### config.mk
export PLATFORM = sky130hd
export DESIGN_NAME = pc_fetch_unit
export DESIGN_NICKNAME = d
export VERILOG_FILES = /design/src/rtl/pc_fetch_unit_pkg.sv /design/src/rtl/pc_fetch_unit_next_pc.sv /design/src/rtl/pc_fetch_unit.sv
export SDC_FILE = /design/constraint.sdc
export NUM_CORES = 1
export LEC_CHECK = 0
export CORE_MARGIN = 1.5
export CORE_UTILIZATION = 25
export DETAILED_ROUTE_END_ITERATION = 16
export GPL_TIMING_DRIVEN = 0
export PLACE_DENSITY = 0.49
export SLEW_MARGIN = 20
export SYNTH_ARGS = -nofsm -noshare
export SYNTH_HDL_FRONTEND = slang
export SYNTH_SLANG_ARGS = --single-unit
### constraint.sdc
create_clock -name clk -period 7.8 [get_ports clk]
set_input_delay 1.56 -clock clk [delete_from_list [all_inputs] [get_ports clk]]
set_output_delay 1.56 -clock clk [all_outputs]
set_load 0.02 [all_outputs]
### src/rtl/pc_fetch_unit_pkg.sv
// -----------------------------------------------------------------------------
// pc_fetch_unit_pkg
//   Shared definitions for the PC / instruction-fetch unit of the multi-cycle
//   core: data width, default reset vector, fetch FSM state encoding and a
//   word-alignment helper.
// -----------------------------------------------------------------------------
package pc_fetch_unit_pkg;

    localparam int unsigned XLEN = 32;

    localparam logic [XLEN-1:0] DEFAULT_RESET_PC = 32'h0000_0000;

    // S_FETCH : request outstanding to instruction memory
    // S_EXEC  : instruction latched, waiting for the core to retire it
    // S_TRAP  : misaligned redirect seen, frozen until reset
    typedef enum logic [1:0] {
        S_FETCH = 2'd0,
        S_EXEC  = 2'd1,
        S_TRAP  = 2'd2
    } state_t;

    // Clear the two byte-offset bits of an address.
    function automatic logic [XLEN-1:0] word_align(input logic [XLEN-1:0] addr);
        return {addr[XLEN-1:2], 2'b00};
    endfunction

endpackage

### src/rtl/pc_fetch_unit_next_pc.sv
// -----------------------------------------------------------------------------
// next_pc_calc
//   Purely combinational next-PC selection.
//   Ports:
//     pc           in   current program counter
//     imm          in   sign-extended B/J/I immediate
//     rs1_val      in   rs1 operand (JALR base)
//     taken_branch in   redirect taken
//     is_jalr      in   use the register-relative JALR form
//     next_pc      out  selected next PC (32-bit modulo arithmetic)
//     misaligned   out  next_pc is not word aligned
// -----------------------------------------------------------------------------
module next_pc_calc
    import pc_fetch_unit_pkg::*;
(
    input  logic [XLEN-1:0] pc,
    input  logic [XLEN-1:0] imm,
    input  logic [XLEN-1:0] rs1_val,
    input  logic            taken_branch,
    input  logic            is_jalr,
    output logic [XLEN-1:0] next_pc,
    output logic            misaligned
);

    always_comb begin
        next_pc = pc + 32'd4;
        if (taken_branch) begin
            if (is_jalr) begin
                // JALR discards bit 0 of the computed target.
                next_pc = (rs1_val + imm) & ~32'h1;
            end else begin
                next_pc = pc + imm;
            end
        end
    end

    assign misaligned = (next_pc[1:0] != 2'b00);

endmodule

### src/rtl/pc_fetch_unit.sv
// -----------------------------------------------------------------------------
// pc_fetch_unit
//   Owns the program counter, fetches one instruction at a time from
//   instruction memory and advances / redirects the PC when the core retires.
//   Ports:
//     clk, rst_n         clock, asynchronous active-low reset
//     pc_update          retire strobe from the core FSM (honoured in S_EXEC)
//     taken_branch       redirect taken (sampled with pc_update)
//     is_jalr            JALR target form (sampled with pc_update)
//     imm, rs1_val       target operands
//     imem_req/addr      fetch request and address (addr == pc)
//     imem_ready/rdata   memory response
//     instr, instr_valid latched instruction and its validity
//     pc, pc_plus4       current PC and link value
//     misaligned_trap    sticky instruction-address-misaligned flag
// -----------------------------------------------------------------------------
module pc_fetch_unit
    import pc_fetch_unit_pkg::*;
#(
    parameter logic [31:0] RESET_PC    = DEFAULT_RESET_PC,
    parameter bit          ALIGN_CHECK = 1'b1
) (
    input  logic        clk,
    input  logic        rst_n,
    input  logic        pc_update,
    input  logic        taken_branch,
    input  logic        is_jalr,
    input  logic [31:0] imm,
    input  logic [31:0] rs1_val,
    output logic        imem_req,
    output logic [31:0] imem_addr,
    input  logic        imem_ready,
    input  logic [31:0] imem_rdata,
    output logic [31:0] instr,
    output logic        instr_valid,
    output logic [31:0] pc,
    output logic [31:0] pc_plus4,
    output logic        misaligned_trap
);

    state_t            state_q, state_d;
    logic [XLEN-1:0]   pc_q, pc_d;
    logic [XLEN-1:0]   instr_q, instr_d;
    logic              valid_q, valid_d;
    logic              trap_q, trap_d;
    logic              req_q, req_d;

    logic [XLEN-1:0]   next_pc;
    logic              next_misaligned;

    next_pc_calc u_next_pc (
        .pc           (pc_q),
        .imm          (imm),
        .rs1_val      (rs1_val),
        .taken_branch (taken_branch),
        .is_jalr      (is_jalr),
        .next_pc      (next_pc),
        .misaligned   (next_misaligned)
    );

    always_comb begin
        // NOTE: every signal gets a default before the case so that no path
        // leaves one unassigned, which would otherwise infer a latch.
        state_d = state_q;
        pc_d    = pc_q;
        instr_d = instr_q;
        valid_d = valid_q;
        trap_d  = trap_q;

        case (state_q)
            S_FETCH: begin
                // Only a response to a request we actually raised counts;
                // ready during the first post-reset cycle is ignored.
                if (req_q && imem_ready) begin
                    instr_d = imem_rdata;
                    valid_d = 1'b1;
                    state_d = S_EXEC;
                end
            end
            S_EXEC: begin
                if (pc_update) begin
                    valid_d = 1'b0;
                    if (ALIGN_CHECK && next_misaligned) begin
                        trap_d  = 1'b1;
                        state_d = S_TRAP;
                    end else begin
                        pc_d    = word_align(next_pc);
                        state_d = S_FETCH;
                    end
                end
            end
            default: begin
                // S_TRAP (and the unused encoding): frozen until reset.
                state_d = S_TRAP;
            end
        endcase

        // The request is registered so that it is low throughout reset and
        // rises on the first edge after release, and on the same edge that
        // commits a new PC -- never with a stale address.
        req_d = (state_d == S_FETCH);
    end

    // NOTE: sequential state uses non-blocking assignments so every register
    // samples the pre-edge values regardless of statement order.
    always_ff @(posedge clk or negedge rst_n) begin
        if (!rst_n) begin
            state_q <= S_FETCH;
            pc_q    <= RESET_PC;
            instr_q <= '0;
            valid_q <= 1'b0;
            trap_q  <= 1'b0;
            req_q   <= 1'b0;
        end else begin
            state_q <= state_d;
            pc_q    <= pc_d;
            instr_q <= instr_d;
            valid_q <= valid_d;
            trap_q  <= trap_d;
            req_q   <= req_d;
        end
    end

    assign imem_req        = req_q;
    assign imem_addr       = pc_q;
    assign pc              = pc_q;
    assign pc_plus4        = pc_q + 32'd4;
    assign instr           = instr_q;
    assign instr_valid     = valid_q;
    assign misaligned_trap = trap_q;

endmodule

==> metrics.log, run 1 <==
[metrics] worst path arrival time: 4.05 ns
[metrics] total leakage power: 4.22 nW
[metrics] antenna-violating nets left: 0
[metrics] top_reg_cell synth: dfrtp_1
[metrics] commonest non-fill, non-tap cell in the layout: clkdlybuf4s50_1
[metrics] HP Class: flip-flop to flip-flop
[metrics] TritonCTS buffer count: 9
[metrics] row count: 60
[metrics] Setup TNS Final: 0 ns
[metrics] core box area: 27200 um^2
[metrics] # Post-CTS Setup Buffers: 0
[metrics] part of the cycle the worst path needs: 72.0%
[metrics] Filler cells: 2850
[metrics] Post-Syn Instances: 844
[metrics] die span in y: 170 um
[metrics] Layout area overhead: 44.3%
[metrics] setup slack after layout: 2.19 ns
[metrics] first-pass GRT wire length: 40700 um
[metrics] Mapped Area: 6970 um^2
[metrics] proportion of register bits with asynchronous set or reset after synthesis: 100%
[metrics] Switching Fraction: 45.2%
[metrics] final estimated routing congestion in global placement: 0.906
[metrics] routed wl met2: 11900 um
[metrics] violation count after the first detailed-routing iteration: 455
[metrics] hold-fix buffer count after cts: 0
[metrics] highest routing layer actually used: met4
[metrics] CTS tree: yes
[metrics] GRT Total Usage: 18.5%
[metrics] CTS max path bufs: 2
[metrics] maximum clock rate: 178 MHz
[metrics] Flop pwr share: 21.0%
[metrics] power spent charging and discharging nets: 1.63 mW
[metrics] drt drc: 0
[metrics] cell at the root of the clock tree: clkbuf_16
[metrics] commonest cells after routing, fill and taps aside: clkdlybuf4s50_1, nor2_1, dfrtp_1, nand2_1, o21ai_0
[metrics] hold slack final: 0.492 ns
[metrics] count of pins over their slew limit: 0
[metrics] synthesis warning total: 0
[metrics] total setup violations reported at the end of the flow: 0
[metrics] crit path time final: 5.61 ns
[metrics] area of all placed cells without fillers: 10100 um^2
[metrics] Seq/Total Area, Yosys: 24.1%
[metrics] vias post-DR: 7246
[metrics] count of final hold-check violations: 0
[metrics] Wirelength per Cell: 18.5 um
[metrics] number of resized instances in the post-cts repair step: 0
[metrics] result of the run: finished, final reports clean
[metrics] Worst Tran Pin Value: 1.05 ns
[metrics] detail-routed via count per cell: 4.95
[metrics] Max-Slew Margin vs Limit: 29.1%
[metrics] count of clock tree sinks: 67
[metrics] length of routed wiring on met1: 12900 um
[metrics] Port Buf Inserts: 226
[metrics] estimated wirelength of the detail-placed design: 21900 um
[metrics] antenna violations before repair: 0
[metrics] H-tree level count: 3
[metrics] minimum setup slack after placement: 2.52 ns
[metrics] die footprint: 28900 um^2
[metrics] critical path type: flip-flop to output port
[metrics] maximum number of pins on one net before global-route repair: 43
[metrics] fraction of final layout cells with drive strength greater than 1: 8.98%
[metrics] clock slew at the register clock pins of the worst setup and hold paths: 0.06 ns
[metrics] utilization of the core after routing: 37.0%
[metrics] number of global-route vias before repair: 6922
[metrics] Ant. Diodes: 0
[metrics] Final Routed Wirelength: 27100 um
[metrics] highest net fanout along the worst path: 8
[metrics] setup repair after global routing missed its margin: no
[metrics] worst supply voltage drop on vdd: 0.129 mV
[metrics] Distinct cells, synth: 73
[metrics] power density cells: 360 nW/um^2
[metrics] sum of met3 wire segment lengths after detailed routing: 1770 um
[metrics] portion of total power attributed to combinational logic: 66.8%
[metrics] max-cap violation count: 0
[metrics] number of synthesized register bits: 67
[metrics] Post-synth EDFFs: 0
[metrics] category of the worst setup path capture point: output port
[metrics] TritonRoute pass-1 iters: 5
[metrics] element type at the critical path start: flip-flop
[metrics] worst-skew pair later-pin latency: 0.34 ns
[metrics] total global routing overflow: 0
[metrics] critical path required time: 6.24 ns
[metrics] fraction of power consumed by the clock network: 12.2%
[metrics] Initial Util: 25.6%
[metrics] number of placed I/O pins: 233
[metrics] per-instance average area after synthesis: 8.26 um^2
[metrics] Cell Area, Placed: 9740 um^2
[metrics] internal power consumption: 1.98 mW
[metrics] net count reported at finish: 1251
[metrics] Max Clock Skew: 0.00834 ns
[metrics] DIE WIDTH: 170 um
[power by group through the flow]
stage	clock, mW	combinational [mW]	sequential, mW
floorplan	0	1.25	0.891
global placement	0	2.41	0.767
detailed placement	0	2.41	0.773
CTS	0.452	2.42	0.767
global route	0.464	2.60	0.794
finish	0.440	2.42	0.761
[layer usage]
layer	global-route usage, %	vias up
met5	0	-
met4	5.66	0
met3	3.14	36
met2	29.6	261
met1	25.3	3389
li1	-	3560
[worst paths after layout]
kind	cells after the start	endpoint	slack (ns)	start
worst max register to register	11	imem_addr[28]$_DFFE_PN0P_	3.98	imem_addr[2]$_DFFE_PN0P_
worst min-delay path	1	instr_valid$_DFFE_PN0P_	0.49	instr_valid$_DFFE_PN0P_
worst min register to register	1	instr_valid$_DFFE_PN0P_	0.49	instr_valid$_DFFE_PN0P_
max in group asynchronous	2	imem_addr[7]$_DFFE_PN0P_	6.10	rst_n
worst max-delay path	10	pc_plus4[26]	2.19	imem_addr[2]$_DFFE_PN0P_
min in group asynchronous	1	instr[11]$_DFFE_PN0P_	1.15	rst_n
[registers in the layout, indices dropped and copies added, names as in the netlist]
register         count
instr               32
imem_addr           30
state_q              2
imem_req             1
instr_valid          1
misaligned_trap      1
[layout make-up]
class	instances	area [um^2]	share of cell area, %
Buffer	70	400	3.98
Multi-Input combinational cell	699	4860	48.3
Clock inverter	5	77.6	0.771
Clock buffer	10	239	2.38
Timing Repair Buffer	227	2290	22.7
Sequential cell	67	1680	16.7
Tap cell	372	465	4.63
Inverter	13	48.8	0.485
[metrics by stage]
stage	instances	power, mW
6_report	1463	3.62
2_1_floorplan	849	2.14
5_1_grt	1463	3.86
3_3_place_gp	1447	3.18
4_1_cts	1463	3.64
3_5_place_dp	1448	3.19
[synth_stat cells (16+ instances only)]
cell type / n / area share, %
nor2_1: 71 / 3.8
dfrtp_1: 67 / 24
nand2_1: 62 / 3.3
o21ai_0: 62 / 4.5
a21oi_1: 60 / 4.3
ha_1: 60 / 11
xnor2_1: 47 / 5.9
a21o_1: 36 / 3.9
buf_4: 36 / 3.9
xor2_1: 33 / 4.1
mux2_2: 32 / 5.2
clkbuf_1: 29 / 1.6
nand3_1: 28 / 2.0
and3_1: 22 / 2.0
nand4_1: 16 / 1.4
nor3_1: 16 / 1.1
[kinds of logic (layout without fill, tap and decap cells)]
family / after synthesis / after routing / share of synthesized area [%]
xor+xnor: 80 / 80 / 10.1
fa+ha+maj: 62 / 62 / 11.3
other cells: 1 / 6 / 0.0538
mux: 37 / 37 / 5.89
buf+inv: 83 / 325 / 6.45
flops: 67 / 67 / 24.1
compound gates: 258 / 258 / 24.4
simple gates: 256 / 256 / 17.8
[worst max-delay path, cell delays in order (launching register included)]
cell and delay, ns:
dfrtp_1 0.55, ha_1 0.33, and3_1 0.19, clkbuf_1 0.23
and2_0 0.38, nand2_1 0.12, nor3_2 0.48, and3_1 0.34
nand3_1 0.17, xnor2_1 0.25, clkdlybuf4s50_1 0.67
(Power assumes the default switching activity.)
==> run 2: changes to the inputs <==
Settings changed: PLACE_DENSITY 0.49 to 0.51.
Clock period 7.8 ns to 5 ns, I/O delays scaled along.
==> run 2 against run 1 <==
Via count increased by 0.26%. Sequential share of layout area increased by 0.064 points. Clock skew is essentially flat. Critical path depth stayed put. Sequential power is 56% higher. Worst setup slack lost 1.9 ns. Power up 54%.
==> metrics.log, run 2 (synthesis gave the netlist of run 1 again) <==
[metrics] total setup violations reported at the end of the flow: 0
[metrics] first-pass GRT wire length: 40700 um
[metrics] number of global-route vias before repair: 7003
[metrics] maximum number of pins on one net before global-route repair: 37
[metrics] Max Clock Skew: 0.00804 ns
[metrics] Worst Tran Pin Value: 1.05 ns
[metrics] Final Routed Wirelength: 27300 um
[metrics] die footprint: 28900 um^2
[metrics] CTS max path bufs: 2
[metrics] commonest cells after routing, fill and taps aside: clkdlybuf4s50_1, nor2_1, dfrtp_1, nand2_1, o21ai_0
[metrics] clock slew at the register clock pins of the worst setup and hold paths: 0.06 ns
[metrics] GRT Total Usage: 18.5%
[metrics] TritonCTS buffer count: 9
[metrics] detail-routed via count per cell: 4.96
[metrics] count of pins over their slew limit: 0
[metrics] startpoint of the lowest-slack register-to-register path: imem_addr[2]$_DFFE_PN0P_
[metrics] cell at the root of the clock tree: clkbuf_16
[metrics] total leakage power: 4.21 nW
[metrics] commonest non-fill, non-tap cell in the layout: clkdlybuf4s50_1
[metrics] core box area: 27200 um^2
[metrics] row count: 60
[metrics] setup slack after layout: 0.304 ns
[metrics] maximum clock rate: 213 MHz
[metrics] drt drc: 0
[metrics] vias post-DR: 7265
[metrics] final estimated routing congestion in global placement: 0.877
[metrics] antenna-violating nets left: 0
[metrics] Wirelength per Cell: 18.7 um
[metrics] estimated wirelength of the detail-placed design: 21900 um
[metrics] antenna violations before repair: 0
[metrics] die span in y: 170 um
[metrics] DIE WIDTH: 170 um
[metrics] area of all placed cells without fillers: 10000 um^2
[metrics] total global routing overflow: 0
[metrics] Layout area overhead: 43.9%
[metrics] hold-fix buffer count after cts: 0
[metrics] fraction of final layout cells with drive strength greater than 1: 9.25%
[metrics] element type at the critical path start: flip-flop
[metrics] part of the cycle the worst path needs: 93.9%
[metrics] worst path arrival time: 3.70 ns
[metrics] minimum setup slack after placement: 0.260 ns
[metrics] setup repair after global routing missed its margin: no
[metrics] result of the run: finished, final reports clean
[metrics] TritonRoute pass-1 iters: 4
[metrics] # Post-CTS Setup Buffers: 0
[metrics] critical path type: flip-flop to output port
[metrics] ordered list of cells on the worst path: ha_1, and3_1, clkbuf_1, and2_1, nand2_1, nor3_4, and3_1, nand3_1, xnor2_1, clkdlybuf4s50_1
[metrics] net count reported at finish: 1251
[metrics] worst setup path start: imem_addr[3]$_DFFE_PN0P_
[metrics] Cell Area, Placed: 9730 um^2
[metrics] most common cell type on the critical path: and3_1
[metrics] critical path's largest stage delay: 0.66 ns
[metrics] Filler cells: 2882
[metrics] Initial Util: 25.6%
[metrics] Port Buf Inserts: 226
[metrics] Max-Slew Margin vs Limit: 29.3%
[metrics] HP Class: flip-flop to flip-flop
[metrics] crit path time final: 4.70 ns
[metrics] Setup TNS Final: 0 ns
[metrics] critical path required time: 4.00 ns
[metrics] CTS tree: yes
[metrics] number of placed I/O pins: 233
[metrics] max FFs per register: 32
[metrics] power density cells: 556 nW/um^2
[metrics] worst-skew pair later-pin latency: 0.34 ns
[metrics] highest net fanout along the worst path: 7
[metrics] max-cap violation count: 0
[metrics] Ant. Diodes: 0
[metrics] slowest library cell on the worst path: clkdlybuf4s50_1
[metrics] violation count after the first detailed-routing iteration: 495
[metrics] category of the worst setup path capture point: output port
[metrics] H-tree level count: 3
[metrics] worst supply voltage drop on vdd: 0.235 mV
[metrics] origin of the worst min-delay path: instr[2]$_DFFE_PN0P_
[metrics] count of clock tree sinks: 67
[metrics] count of final hold-check violations: 0
[run 2: per-stage QoR]
| step | std cells | total power, mW | util, % | hold slack [ns] |
|---|---|---|---|---|
| 3_3_place_gp | 1447 | 4.97 | 35.8 | 0.487 |
| 2_1_floorplan | 849 | 3.34 | - | 0.507 |
| 5_1_grt | 1464 | 5.95 | 36.9 | 0.515 |
| 6_report | 1464 | 5.57 | 36.9 | 0.503 |
| 4_1_cts | 1464 | 5.60 | 36.9 | 0.508 |
| 3_5_place_dp | 1448 | 4.98 | 35.8 | 0.495 |
[run 2: power breakdown]
group / internal, mW / switching, mW / total [mW]
sequential: 0.803 / 0.385 / 1.19
combinational: 1.85 / 1.93 / 3.78
clock: 0.348 / 0.253 / 0.601
total: 3.00 / 2.57 / 5.57
[run 2: critical path: cells and delay by family (launching register included)]
| family | cells | cell delay (ns) |
|---|---|---|
| simple gates | 6 | 1.44 |
| buf+inv | 2 | 0.89 |
| flops | 1 | 0.50 |
| fa+ha+maj | 1 | 0.31 |
| xor+xnor | 1 | 0.23 |
[run 2: final timing paths]
kind | end | slack (ns) | cells after the start
setup reg to reg | imem_addr[28]$_DFFE_PN0P_ | 1.24 | 11
setup / recovery | pc_plus4[26] | 0.30 | 10
hold reg to reg | instr[2]$_DFFE_PN0P_ | 0.50 | 1
hold / removal | instr[2]$_DFFE_PN0P_ | 0.50 | 1
max in group asynchronous | imem_addr[2]$_DFFE_PN0P_ | 3.81 | 2
min in group asynchronous | imem_addr[26]$_DFFE_PN0P_ | 0.61 | 1
[run 2: per-layer routing]
layer	vias to the layer above	routed length, um	part of all wire, %	GRT usage [%]
met5	-	0	0	0
met4	0	548	2.0	5.54
met3	30	1870	6.9	3.63
met2	283	11900	44	29.4
met1	3387	13000	47	25.3
li1	3565	-	-	-
[run 2: what timing repair did]
action,in CTS,in global routing
pin swaps,0,0
resized for setup,1,3
setup endpoints to repair,1,3
[run 2: final cells by class]
type / count / area, um^2 / area share (%)
Inverter: 13 / 48.8 / 0.487
Sequential cell: 67 / 1680 / 16.7
Clock inverter: 6 / 41.3 / 0.412
Tap cell: 372 / 465 / 4.64
Buffer: 70 / 400 / 3.99
Timing Repair Buffer: 227 / 2280 / 22.7
Clock buffer: 10 / 239 / 2.38
Multi-Input combinational cell: 699 / 4870 / 48.6
==> run 3: changes to the inputs <==
Settings changed: HOLD_SLACK_MARGIN set to 0.03.
==> results of run 3 <==
Same layout as run 2: the final DEF is identical, and so are final timing and power.
